### config.mk
export PLATFORM = sky130hd
export DESIGN_NAME = weight_mac_cell
export DESIGN_NICKNAME = d
export VERILOG_FILES = /design/src/rtl/weight_mac_pkg.sv /design/src/rtl/weight_mac_cell_result_fifo.sv /design/src/rtl/weight_mac_cell.sv
export SDC_FILE = /design/constraint.sdc
export NUM_CORES = 1
export LEC_CHECK = 0
export ABC_AREA = 1
export ABC_CLOCK_PERIOD_IN_PS = 20000
export CAP_MARGIN = 10
export CORE_MARGIN = 1.5
export CORE_UTILIZATION = 35
export CTS_CLUSTER_SIZE = 10
export DETAILED_ROUTE_END_ITERATION = 10
export REMOVE_ABC_BUFFERS = 1
export SLEW_MARGIN = 20
export SYNTH_ARGS = -nofsm -noshare
export SYNTH_HDL_FRONTEND = slang
export SYNTH_SLANG_ARGS = --single-unit
### constraint.sdc
create_clock -name clk -period 20 [get_ports clk]
set_clock_uncertainty 0.15 [all_clocks]
set_input_delay 4 -clock clk [delete_from_list [all_inputs] [get_ports clk]]
set_output_delay 4 -clock clk [all_outputs]
set_load 0.05 [all_outputs]
### src/rtl/weight_mac_pkg.sv
// Shared helpers for the weight MAC cell: where the result-bus valid flag
// lives and how wide the internal product must be before truncation.
package weight_mac_pkg;

  // The valid flag sits directly above the ACC_WIDTH-bit payload.
  function automatic int result_valid_bit(input int acc_width);
    return acc_width;
  endfunction

  // Wide enough to hold the full product and to zero-extend into the accumulator.
  function automatic int product_width(input int data_width, input int weight_width,
                                       input int acc_width);
    return (data_width + weight_width > acc_width) ? data_width + weight_width : acc_width;
  endfunction

endpackage

### src/rtl/weight_mac_cell_result_fifo.sv
// Small circular FIFO holding completed sums that could not go out on the
// result bus because upstream traffic or older queued results had priority.
// A push is accepted when full only if a pop happens in the same cycle.
module result_fifo #(
  parameter int DEPTH = 2,
  parameter int WIDTH = 32,
  parameter int CNT_W = $clog2(DEPTH + 1)
) (
  input  logic             clk,
  input  logic             rst,
  input  logic             push,
  input  logic             pop,
  input  logic [WIDTH-1:0] wdata,
  output logic [WIDTH-1:0] rdata,
  output logic [CNT_W-1:0] count,
  output logic             full,
  output logic             empty
);

  localparam int PTR_W = (DEPTH > 1) ? $clog2(DEPTH) : 1;

  logic [WIDTH-1:0] mem [DEPTH];
  logic [PTR_W-1:0] rd_ptr;
  logic [PTR_W-1:0] wr_ptr;
  logic             do_push;
  logic             do_pop;

  function automatic logic [PTR_W-1:0] next_ptr(input logic [PTR_W-1:0] p);
    return (32'(p) == DEPTH - 1) ? '0 : p + 1'b1;
  endfunction

  assign full    = (count == CNT_W'(DEPTH));
  assign empty   = (count == '0);
  assign do_pop  = pop && !empty;
  assign do_push = push && (!full || do_pop);
  assign rdata   = mem[rd_ptr];

  // Pointer and occupancy bookkeeping; count saturates at DEPTH by construction.
  always_ff @(posedge clk or posedge rst) begin
    if (rst) begin
      rd_ptr <= '0;
      wr_ptr <= '0;
      count  <= '0;
    end else begin
      if (do_pop)  rd_ptr <= next_ptr(rd_ptr);
      if (do_push) wr_ptr <= next_ptr(wr_ptr);
      if (do_push && !do_pop)      count <= count + 1'b1;
      else if (do_pop && !do_push) count <= count - 1'b1;
    end
  end

  // Payload storage; contents are meaningless while empty so no reset is needed.
  always_ff @(posedge clk) begin
    if (do_push) mem[wr_ptr] <= wdata;
  end

endmodule

### src/rtl/weight_mac_cell.sv
// Systolic dot-product cell: passes (index, value) beats downstream with one
// cycle of latency, multiply-accumulates them against a loadable weight bank
// and merges finished sums onto a daisy-chained result bus (MSB = valid).
module weight_mac_cell
  import weight_mac_pkg::*;
#(
  parameter int DATA_WIDTH        = 32,
  parameter int INDEX_WIDTH       = 8,
  parameter int WEIGHT_WIDTH      = 8,
  parameter int WEIGHT_AMOUNT     = 4,
  parameter int ACC_WIDTH         = 32,
  parameter int RESULT_FIFO_DEPTH = 2,
  parameter logic [WEIGHT_AMOUNT*WEIGHT_WIDTH-1:0] WEIGHTS_INIT = '0
) (
  input  logic                    clk,
  input  logic                    rst,
  input  logic                    weight_load_en,
  input  logic [INDEX_WIDTH-1:0]  weight_load_addr,
  input  logic [WEIGHT_WIDTH-1:0] weight_load_data,
  input  logic                    input_enable,
  input  logic [INDEX_WIDTH-1:0]  input_index,
  input  logic [DATA_WIDTH-1:0]   input_value,
  input  logic [ACC_WIDTH:0]      input_result,
  output logic                    output_enable,
  output logic [INDEX_WIDTH-1:0]  output_index,
  output logic [DATA_WIDTH-1:0]   output_value,
  output logic [ACC_WIDTH:0]      output_result,
  output logic                    result_dropped
);

  localparam int VB    = result_valid_bit(ACC_WIDTH);
  localparam int EXT_W = product_width(DATA_WIDTH, WEIGHT_WIDTH, ACC_WIDTH);
  localparam int CNT_W = $clog2(RESULT_FIFO_DEPTH + 1);

  logic [WEIGHT_WIDTH-1:0] weights [WEIGHT_AMOUNT];
  logic [WEIGHT_WIDTH-1:0] weight_sel;
  logic [EXT_W-1:0]        product_ext;
  logic [ACC_WIDTH-1:0]    product;
  logic [ACC_WIDTH-1:0]    acc;
  logic [ACC_WIDTH-1:0]    completion;
  logic                    idx_first;
  logic                    idx_mid;
  logic                    idx_last;
  logic                    comp_valid;
  logic                    up_valid;
  logic                    fifo_push;
  logic                    fifo_pop;
  logic                    fifo_full;
  logic                    fifo_empty;
  logic [ACC_WIDTH-1:0]    fifo_head;
  logic [CNT_W-1:0]        fifo_count;

  // Select the weight for the current beat; out-of-range indices read as zero.
  always_comb begin
    weight_sel = '0;
    for (int i = 0; i < WEIGHT_AMOUNT; i++) begin
      if (input_index == INDEX_WIDTH'(i)) weight_sel = weights[i];
    end
  end

  assign product_ext = EXT_W'(input_value) * EXT_W'(weight_sel);
  assign product     = product_ext[ACC_WIDTH-1:0];
  assign idx_first   = (input_index == '0);
  assign idx_last    = (input_index == INDEX_WIDTH'(WEIGHT_AMOUNT - 1));
  assign idx_mid     = !idx_first && (32'(input_index) < WEIGHT_AMOUNT - 1);
  assign comp_valid  = input_enable && idx_last;
  assign completion  = acc + product;
  assign up_valid    = input_result[VB];

  // Upstream results and older queued sums go first; a new sum queues behind them.
  assign fifo_pop  = !up_valid && !fifo_empty;
  assign fifo_push = comp_valid && (up_valid || !fifo_empty);
  assign fifo_full = (fifo_count == CNT_W'(RESULT_FIFO_DEPTH));

  result_fifo #(
    .DEPTH (RESULT_FIFO_DEPTH),
    .WIDTH (ACC_WIDTH),
    .CNT_W (CNT_W)
  ) u_fifo (
    .clk   (clk),
    .rst   (rst),
    .push  (fifo_push),
    .pop   (fifo_pop),
    .wdata (completion),
    .rdata (fifo_head),
    .count (fifo_count),
    .full  (),
    .empty (fifo_empty)
  );

  // Weight bank: writes land at the edge, so a same-cycle beat sees the old value.
  always_ff @(posedge clk or posedge rst) begin
    if (rst) begin
      for (int i = 0; i < WEIGHT_AMOUNT; i++)
        weights[i] <= WEIGHTS_INIT[i*WEIGHT_WIDTH +: WEIGHT_WIDTH];
    end else if (weight_load_en) begin
      for (int i = 0; i < WEIGHT_AMOUNT; i++)
        if (weight_load_addr == INDEX_WIDTH'(i)) weights[i] <= weight_load_data;
    end
  end

  // Beat pass-through; idle beats are forced to zero downstream.
  always_ff @(posedge clk or posedge rst) begin
    if (rst) begin
      output_enable <= 1'b0;
      output_index  <= '0;
      output_value  <= '0;
    end else begin
      output_enable <= input_enable;
      output_index  <= input_enable ? input_index : '0;
      output_value  <= input_enable ? input_value : '0;
    end
  end

  // Accumulator: index 0 restarts, middle indices add, last index clears.
  always_ff @(posedge clk or posedge rst) begin
    if (rst) begin
      acc <= '0;
    end else if (input_enable) begin
      if (idx_first)     acc <= product;
      else if (idx_mid)  acc <= acc + product;
      else if (idx_last) acc <= '0;
    end
  end

  // Result bus arbitration: upstream, then queued sums, then a fresh sum.
  always_ff @(posedge clk or posedge rst) begin
    if (rst) begin
      output_result <= '0;
    end else if (up_valid) begin
      output_result <= input_result;
    end else if (!fifo_empty) begin
      output_result <= {1'b1, fifo_head};
    end else if (comp_valid) begin
      output_result <= {1'b1, completion};
    end else begin
      output_result <= '0;
    end
  end

  // Sticky loss flag: a sum had to queue but the queue was full and not draining.
  always_ff @(posedge clk or posedge rst) begin
    if (rst) begin
      result_dropped <= 1'b0;
    end else if (fifo_push && fifo_full && !fifo_pop) begin
      result_dropped <= 1'b1;
    end
  end

endmodule
# [Yosys cells after proc, flatten, opt, wreduce, memory -nomap -nowiden]
# Memory sizes are Yosys's and may differ from the RTL's.
# Cells that the tools add are included.
[totals] mem_count=1 register_bits=143 wordCells=75 out_inout_bits=75 romBits=0 ram_bits=64 latch_bits=0 in_bits=93
[classes] order_cmp=1 n_mux=18 addsub=5 n_mul=1 n_shift=0 n_eq_ne=7 n_bitwise=0 div=0 reduce_logical=29
[mem_list] memory="u_fifo.mem" depth=2 word_bits=32 rd=1 rd_clocked_by_memory_dff=0 write_ports=1 line_no="weight_mac_cell_result_fifo.sv:22" rtl="logic [WIDTH-1:0] mem [DEPTH];"
[ops] cell="2-to-1 mux 32 bit" n=4
[ops] cell="2-to-1 mux 33 bit" n=3
[ops] cell="2-to-1 mux 8 bit" n=5
[ops] cell="adder 32 bit" n=1
[ops] cell="equality test 8 x 2 -> 1 bit, second input constant" n=4
[ops] cell="multiplier 32 x 8 -> 32 bit" n=1
[ops] cell="equality test 8 x 1 -> 1 bit, second input constant" n=2
[ops] cell="zero test 8 bit" n=2
[ops] cell="logical AND 1 bit" n=10
[ops] cell="AND reduction 2 bit" n=5
[ops] cell="less-than comparator 8 x 2 -> 1 bit, second input constant" n=1
[ops] cell="zero test 1 bit" n=7
[ops] cell="2-to-1 mux 1 bit" n=4
[ops] cell="2-to-1 mux 2 bit" n=2
[ops] cell="nonzero test 3 bit" n=1
[ops] cell="adder 1 bit, second input constant" n=2
[ops] cell="adder 2 x 1 -> 2 bit, second input constant" n=1
[ops] cell="equality test 2 bit, second input constant" n=1
[ops] cell="zero test 2 bit" n=1
[ops] cell="logical OR 1 bit" n=2
[ops] cell="nonzero test 2 bit" n=1
[ops] cell="subtractor 2 x 1 -> 2 bit, second input constant" n=1

# [Logic depth before layout (Yosys ltp)]
# Gate-level depths: netlist (run 1).
[logic_depth] depth_word=10 mapped_depth=44 ltp_nobuf=41

# [Modules after synthesis]
# From an unflattened synthesis (run 1), not the netlist that was laid out.
[hier_totals] cells_unflattened=1963 area_unflattened_um2=16432.0
[by_module_without_submodules] module="weight_mac_cell" seq_area_each_um2=3478.3 n_inst=1 area_each_um2=13825.8 cells_per_inst=1761
[by_module_without_submodules] module="result_fifo" seq_area_each_um2=2021.9 n_inst=1 area_each_um2=2606.2 cells_per_inst=202

# [Worst setup path after synthesis (run 1)]
# OpenSTA, ideal clock, no wires.
[synth_timing] path_type="input-to-reg" from="in input_index[0]" to="reg acc[28]" setup_slack_ns=8.960 stages=40 setup_ns=0.082 arrival_ns=10.808 t_required_ns=19.768 n_path_buf=4 cell_sequence="buf_6 -> nor2_2 -> nand2_1 -> nor2_4 -> buf_8 -> nand2_2 -> nand4_2 -> clkbuf_1 -> clkbuf_1 -> nand2_1 -> fa_1 -> fa_1 -> inv_1 -> fa_1 -> inv_1 -> fa_1 -> inv_1 -> ha_1 -> [4 not listed] -> a21oi_1 -> o21ai_1 -> nand2_1 -> nand2_1 -> xor2_1 -> ha_1 -> nand2_1 -> nor4_1 -> nand3_1 -> nand3_1 -> inv_1 -> o21ai_1 -> inv_1 -> o21ai_1 -> a21oi_1 -> xor2_1 -> nand2_1 -> a31oi_1"
[synth_between] elab_chain_cells=9 word_cells_on_any_way=17 cone_classes="add/sub (1); mul (1); order compare (1); eq/ne (3); mux (6); reduce/logical (5)"
[synth_lines] element="start: declaration" line_no="weight_mac_cell.sv:21" rtl="input logic [INDEX_WIDTH-1:0] input_index,"
[synth_lines] element="zero test 8 bit" line_no="weight_mac_cell.sv:57" rtl="if (input_index == INDEX_WIDTH'(i)) weight_sel = weights[i];"
[synth_lines] element="2-to-1 mux 8 bit (3 in a row)" line_no="weight_mac_cell.sv:57"
[synth_lines] element="2-to-1 mux 8 bit *" line_no="weight_mac_cell.sv:57"
[synth_lines] element="multiplier 32 x 8 -> 32 bit *" line_no="weight_mac_cell.sv:61" rtl="assign product_ext = EXT_W'(input_value) * EXT_W'(weight_sel);"
[synth_lines] element="adder 32 bit *"
[synth_lines] element="net completion[28]" line_no="weight_mac_cell.sv:40" rtl="logic [ACC_WIDTH-1:0] completion;"
[synth_lines] element="2-to-1 mux 32 bit *" line_no="weight_mac_cell.sv:121" rtl="else if (idx_mid) acc <= acc + product;"
[synth_lines] element="2-to-1 mux 32 bit *" line_no="weight_mac_cell.sv:120" rtl="if (idx_first) acc <= product;"
[synth_lines] element="end signal: assignment" line_no="weight_mac_cell.sv:120"
[synth_lines] element="end signal: assignment" line_no="weight_mac_cell.sv:121"
[synth_lines] element="end: declaration" line_no="weight_mac_cell.sv:39" rtl="logic [ACC_WIDTH-1:0] acc;"
# The timed path passes the listed nets; every way through them passes the cells marked *.
# A chain may end at the register's enable or synchronous reset.

# [Final worst setup path (run 1)]
[layout_timing] from="in input_index[0]" to="reg acc[29]"
# The elaborated chain is that of the path after synthesis.

==> impl_metrics.json, run 1 <==
{
  "status": "completed",
  "numCtsBuffers": 26,
  "design.final.nets": 2500,
  "netlist_area_um2": 16740,
  "finalWeightedCongestion": 0.9138,
  "grt_first_pass_wirelength_um": 72300,
  "synth_seq_area_share_pct": 32.86,
  "largest_net_degree_at_the_start_of_global_routing": 76,
  "dpl_worst_slack_ns": 6.948,
  "total_of_endpoints_with_negative_setup_slack_in_the_final_report": 0,
  "wire_per_inst_um": 15.57,
  "flow.area_growth_from_synthesis_pct": 18.31,
  "achievable-frequency_mhz": 80.21,
  "finalHoldViolations": 0,
  "clock_tree.root_cell": "sky130_fd_sc_hd__clkbuf_16",
  "fraction_of_final_layout_cells_with_drive_strength_greater_than_1_pct": 4.747,
  "start_util_pct": 35.72,
  "detailedRoute.firstPassIterationCount": 5,
  "ys.flop_type": "sky130_fd_sc_hd__dfrtp_1",
  "synth.top_cell.area_share_pct": 21.38,
  "clkSinkCount": 207,
  "cts_buffer_depth": 3,
  "drv_cap": 0,
  "vias_in_the_first_global_route": 13740,
  "syn_inst": 2027,
  "timing.critical_path.mode_cell": "sky130_fd_sc_hd__nand2_1",
  "required_ns": 20.31,
  "port_bufs": 167,
  "postCtsSetupBuffers": 0,
  "dr_total_vias": 13330,
  "worst_slew_pin_slew_ns": 1.030,
  "drt.antenna.violating_nets": 0,
  "fin_ws_ns": 7.533,
  "cts_resized": 0,
  "largest_stage_delay_on_the_critical_path_ns": 0.74,
  "drc_errors": 0,
  "crit_path_end_kind": "flip-flop",
  "drt_iter0_drc": 806,
  "cts.reportedPaths.clkPinSlew_ns": 0.06,
  "p_clk_share_pct": 34.3,
  "overflow": 0,
  "report.power.total_w": 0.001274,
  "hold_slack_ns": 0.3169,
  "chipWidth_um": 221.7,
  "netSwitchingFraction_pct": 33.46,
  "fin_tns_setup_ns": 0,
  "critical-path-slowest-cell": "sky130_fd_sc_hd__clkinv_1",
  "yosysWarningCount": 0,
  "irDropWorstVdd_v": 0.00005380,
  "synth_top_cell_by_area": "sky130_fd_sc_hd__dfrtp_1",
  "area_of_the_die_um2": 49140,
  "internal-power_w": 0.0008475,
  "postSynthRegisterBits": 207,
  "rrSetupSlack_ns": 11.98,
  "cts_tree": "built",
  "rsz0062_at_grt": "no",
  "num_io_pins": 168,
  "min_period_over_period_pct": 62.34,
  "post_synth.cell_area_avg_um2": 8.257,
  "max-slew-margin-rel_pct": 31.19,
  "ys_top_cells_by_area": "sky130_fd_sc_hd__dfrtp_1 (21%), sky130_fd_sc_hd__fa_1 (19%), sky130_fd_sc_hd__nand2_1 (12%)",
  "grt_use_total_pct": 18.06,
  "row_count": 79,
  "power_frac_comb_pct": 26.4,
  "drt-total-wl_um": 43570,
  "leading_cell_type_by_number_of_instances_after_synthesis": "sky130_fd_sc_hd__nand2_1",
  "post-route-util_pct": 42.26,
  "crit_type": "input pin to flip-flop",
  "grt_antenna_before_repair": 0,
  "critPathLaunchType": "input pin",
  "net-switching-power_w": 0.0004263,
  "synthDistinctLibCells": 57,
  "powerDensity_nw_per_um2": 64.33,
  "post-route-min-period_ns": 12.47,
  "design.core.area_um2": 46850,
  "power.sequential.fraction_pct": 39.4,
  "slew_violations": 0,
  "min-delay-path-class": "flip-flop to flip-flop",
  "cp_max_fo": 40,
  "synth_edf_count": 64,
  "synth_top_cells_by_count": "sky130_fd_sc_hd__nand2_1 (522), sky130_fd_sc_hd__inv_1 (383), sky130_fd_sc_hd__nor2_1 (187), sky130_fd_sc_hd__fa_1 (157), sky130_fd_sc_hd__dfrtp_1 (143)",
  "die-height_um": 221.7,
  "vias_per_cell": 4.763,
  "p_leak_nw": 10.22,
  "cts_hold_buf": 0,
  "h_tree_level_count": 1,
  "async_reset_ff_share_pct": 69.08,
  "clock_insertion_delay_worst_skew_ns": 0.55,
  "place_hpwl_um": 33130,
  "diodes": 0,
  "arrival_ns": 12.78
}
[cell type report]
cell class / instances / area (µm²)
flip-flops and latches: 207 / 5500
well taps: 607 / 759.5
clock buffers: 42 / 750.7
multi-input cells: 1368 / 9522
fillers: 4725 / 27050
inverters: 391 / 1475
repair buffers: 179 / 1757
clock inverters: 4 / 36.28
[worst paths after layout]
check / start / to / depth (start not counted)
setup / recovery: input_index[0] / acc[29]$_DFFE_PP0P_ / 39
hold / removal: result_dropped$_DFFE_PP0P_ / result_dropped$_DFFE_PP0P_ / 1
setup reg to reg: weights[14]$_DFFE_PP0P_ / acc[29]$_DFFE_PP0P_ / 34
hold reg to reg: result_dropped$_DFFE_PP0P_ / result_dropped$_DFFE_PP0P_ / 1
max in group asynchronous: rst / output_result[16]$_DFF_PP0_ / 3
min in group asynchronous: rst / acc[1]$_DFFE_PP0P_ / 2
[logic make-up (layout without fill, tap and decap cells)]
logic type,after synthesis,after routing,share of synthesized area [%]
XOR/XNOR,61,61,3.192
AND/OR/NAND/NOR,858,858,21.58
flip-flops,207,207,32.86
AO/OA/AOI/OAI,215,215,7.469
buffers and inverters,452,616,10.35
adder cells (fa/ha/maj),234,234,24.54
[sequential cells by signal, indices dropped and copies added (netlist names), 2 cells and up]
name           flops
acc               32
output_index       8
u_fifo.mem        64
u_fifo.count       2
output_value      32
weights           32
output_result     33
[critical path: cells and delay by family]
kind / cells / cell delay (ns)
adder cells (fa/ha/maj): 6 / 2.63
AO/OA/AOI/OAI: 13 / 1.95
buffers and inverters: 6 / 1.95
AND/OR/NAND/NOR: 12 / 1.62
XOR/XNOR: 2 / 0.62
[per-layer routing]
metal  GRT usage, %  share of wire [%]
met1          24.96                 47
met2          30.28                 46
met3          2.346                4.9
met4          3.844                1.6
met5              0                  0
[layout by cell type (no fill, tap or decap), types with 47 or more instances in the layout]
cell type,count
sky130_fd_sc_hd__fa_1,157
sky130_fd_sc_hd__inv_1,381
sky130_fd_sc_hd__nand2_1,522
sky130_fd_sc_hd__clkdlybuf4s50_1,166
sky130_fd_sc_hd__edfxtp_1,64
sky130_fd_sc_hd__ha_1,77
sky130_fd_sc_hd__nor2_1,184
sky130_fd_sc_hd__dfrtp_1,143
sky130_fd_sc_hd__nand3_1,76
sky130_fd_sc_hd__xor2_1,47
sky130_fd_sc_hd__a21oi_1,67
sky130_fd_sc_hd__o21ai_0,61
[stage by stage]
| step | instance area (µm²) | std cells |
|---|---|---|
| 4_1_cts | 19800 | 2798 |
| 5_1_grt | 19800 | 2798 |
| 2_1_floorplan | 16470 | 1966 |
| 6_report | 19800 | 2798 |
| 3_3_place_gp | 19010 | 2752 |
| 3_5_place_dp | 19010 | 2752 |
[power groups by stage]
stage / sequential (W) / combinational (W) / clock, W
floorplan: 0.000592 / 0.000127 / 0
global placement: 0.000508 / 0.000333 / 0
detailed placement: 0.000509 / 0.000338 / 0
CTS: 0.000502 / 0.000339 / 0.000452
global route: 0.000507 / 0.000367 / 0.000467
finish: 0.000501 / 0.000336 / 0.000436
Power figures use the tool's default switching activity.
==> inputs of run 2 (changes only) <==
--- a/config.mk
+++ b/config.mk
@@ -6,7 +6,7 @@
 export NUM_CORES = 1
 export LEC_CHECK = 0
 export ABC_AREA = 1
-export ABC_CLOCK_PERIOD_IN_PS = 20000
+export ABC_CLOCK_PERIOD_IN_PS = 11580
 export CAP_MARGIN = 10
 export CORE_MARGIN = 1.5
 export CORE_UTILIZATION = 35
==> constraint.sdc (replaced) <==
create_clock -name clk -period 11.58 [get_ports clk]
set_clock_uncertainty 0.15 [all_clocks]
set_input_delay 2.316 -clock clk [delete_from_list [all_inputs] [get_ports clk]]
set_output_delay 2.316 -clock clk [all_outputs]
set_load 0.05 [all_outputs]
==> impl_metrics.json, run 2 (synthesized netlist as in run 1, its figures left out) <==
{
  "status": "completed",
  "powerDensity_nw_per_um2": 112.7,
  "overflow": 0,
  "drt-total-wl_um": 43560,
  "area_of_the_die_um2": 49140,
  "grt_antenna_before_repair": 0,
  "clock_tree.root_cell": "sky130_fd_sc_hd__clkbuf_16",
  "total_of_endpoints_with_negative_setup_slack_in_the_final_report": 0,
  "h_tree_level_count": 1,
  "critical-path-slowest-cell": "sky130_fd_sc_hd__clkdlybuf4s50_1",
  "worst_slew_pin_slew_ns": 1.049,
  "cp_max_fo": 21,
  "place_hpwl_um": 33520,
  "grt_first_pass_wirelength_um": 71880,
  "whs_endpoint": "result_dropped$_DFFE_PP0P_",
  "clkSinkCount": 207,
  "slew_violations": 0,
  "net-switching-power_w": 0.0007370,
  "crit_type": "input pin to flip-flop",
  "irDropWorstVdd_v": 0.00008264,
  "numCtsBuffers": 27,
  "row_count": 79,
  "min_period_over_period_pct": 88.38,
  "max-slew-margin-rel_pct": 30.00,
  "achievable-frequency_mhz": 97.71,
  "largest-register": "u_fifo.mem",
  "fraction_of_final_layout_cells_with_drive_strength_greater_than_1_pct": 4.918,
  "rr_worst_depth": 32,
  "drt.antenna.violating_nets": 0,
  "design.core.area_um2": 46850,
  "rr_startpoint": "weights[19]$_DFFE_PP0P_",
  "post-route-min-period_ns": 10.23,
  "power_frac_comb_pct": 25.8,
  "clock_insertion_delay_worst_skew_ns": 0.55,
  "drc_errors": 0,
  "report.power.total_w": 0.002241,
  "flow.area_growth_from_synthesis_pct": 18.75,
  "die-height_um": 221.7,
  "commonest_non_fill_non_tap_cell_in_the_layout": "sky130_fd_sc_hd__nand2_1",
  "wire_per_inst_um": 15.54,
  "reg.largest.list": "u_fifo.mem x64, output_result x33",
  "drv_cap": 0,
  "crit_path_end_kind": "flip-flop",
  "vias_in_the_first_global_route": 13650,
  "vias_per_cell": 4.748,
  "num_io_pins": 168,
  "arrival_ns": 10.57,
  "chipWidth_um": 221.7,
  "netSwitchingFraction_pct": 32.89,
  "grt_use_total_pct": 18.04,
  "cts_tree": "built",
  "finalHoldViolations": 0,
  "rsz0062_at_grt": "no",
  "start_util_pct": 35.72,
  "min-delay-path-class": "flip-flop to flip-flop",
  "internal-power_w": 0.001504,
  "finalWeightedCongestion": 0.9684,
  "cts.reportedPaths.clkPinSlew_ns": 0.06,
  "regToRegEndpoint": "acc[29]$_DFFE_PP0P_",
  "diodes": 0,
  "largest_net_degree_at_the_start_of_global_routing": 76,
  "design.final.nets": 2505,
  "post-route-util_pct": 42.42,
  "cts_resized": 0,
  "port_bufs": 167,
  "required_ns": 11.92,
  "largest_register_ffs": 64,
  "crit_path_start": "input_index[0]",
  "cts_hold_buf": 0,
  "rrSetupSlack_ns": 3.84,
  "cts_buffer_depth": 3,
  "critPathLaunchType": "input pin",
  "power.sequential.fraction_pct": 38.7,
  "drt_iter0_drc": 811,
  "layout_common_cells": "sky130_fd_sc_hd__nand2_1 (522), sky130_fd_sc_hd__inv_1 (382), sky130_fd_sc_hd__nor2_1 (184)",
  "largest_stage_delay_on_the_critical_path_ns": 0.58,
  "postCtsSetupBuffers": 0,
  "fin_tns_setup_ns": 0,
  "timing.hold.worst.start": "result_dropped$_DFFE_PP0P_",
  "detailedRoute.firstPassIterationCount": 7,
  "hold-path-cell-count": 1,
  "dr_total_vias": 13310,
  "p_leak_nw": 10.26,
  "p_clk_share_pct": 35.5
}
[run 2: per-stage QoR]
stage,instances,hold WS (ns),setup WS (ns),cell area [µm²]
3_3_place_gp,2756,0.3061,1.013,19040
2_1_floorplan,1966,0.2955,1.986,16470
5_1_grt,2803,0.3664,0.6345,19870
3_5_place_dp,2756,0.3128,0.8065,19040
4_1_cts,2803,0.3259,1.350,19870
6_report,2803,0.3241,1.345,19870
[run 2: final cells by class]
class	instances	area [µm²]
Clock buffer	40	734.5
Clock inverter	7	96.34
Fill cell	4727	26980
Inverter	391	1475
Multi-Input combinational cell	1368	9522
Sequential cell	207	5500
Tap cell	607	759.5
Timing Repair Buffer	183	1787
[run 2: worst max path at each step]
stage,end,slack [ns],cells after the start
after floorplan,acc[28]$_DFFE_PP0P_,1.99,38
after global routing,acc[28]$_DFFE_PP0P_,0.63,35
after detailed placement,u_fifo.mem[1][31]$_DFFE_PP_,0.81,33
final,output_result[31]$_DFF_PP0_,1.35,36
after global placement,u_fifo.mem[0][31]$_DFFE_PP_,1.01,33
after CTS,output_result[31]$_DFF_PP0_,1.35,36
[run 2: metal layers]
layer	GRT usage, %	vias up	part of all wire (%)
met4	4.397	0	1.7
met5	0	-	0
met2	30.13	341	46
met3	2.505	54	4.9
li1	-	6541	-
met1	24.70	6372	47
[run 2: critical path, delay by kind of cell]
family | cells | cell delay, ns
compound gates | 9 | 1.84
xor+xnor | 1 | 0.28
fa+ha+maj | 6 | 2.64
buf+inv | 5 | 1.33
simple gates | 15 | 2.16
[run 2: power by group through the flow]
stage | clock (W) | combinational [W] | sequential [W]
2_1_floorplan | 0 | 0.000220 | 0.00102
3_3_place_gp | 0 | 0.000574 | 0.000879
3_5_place_dp | 0 | 0.000580 | 0.000881
4_1_cts | 0.000825 | 0.000583 | 0.000869
5_1_grt | 0.000851 | 0.000633 | 0.000876
6_report | 0.000795 | 0.000577 | 0.000868
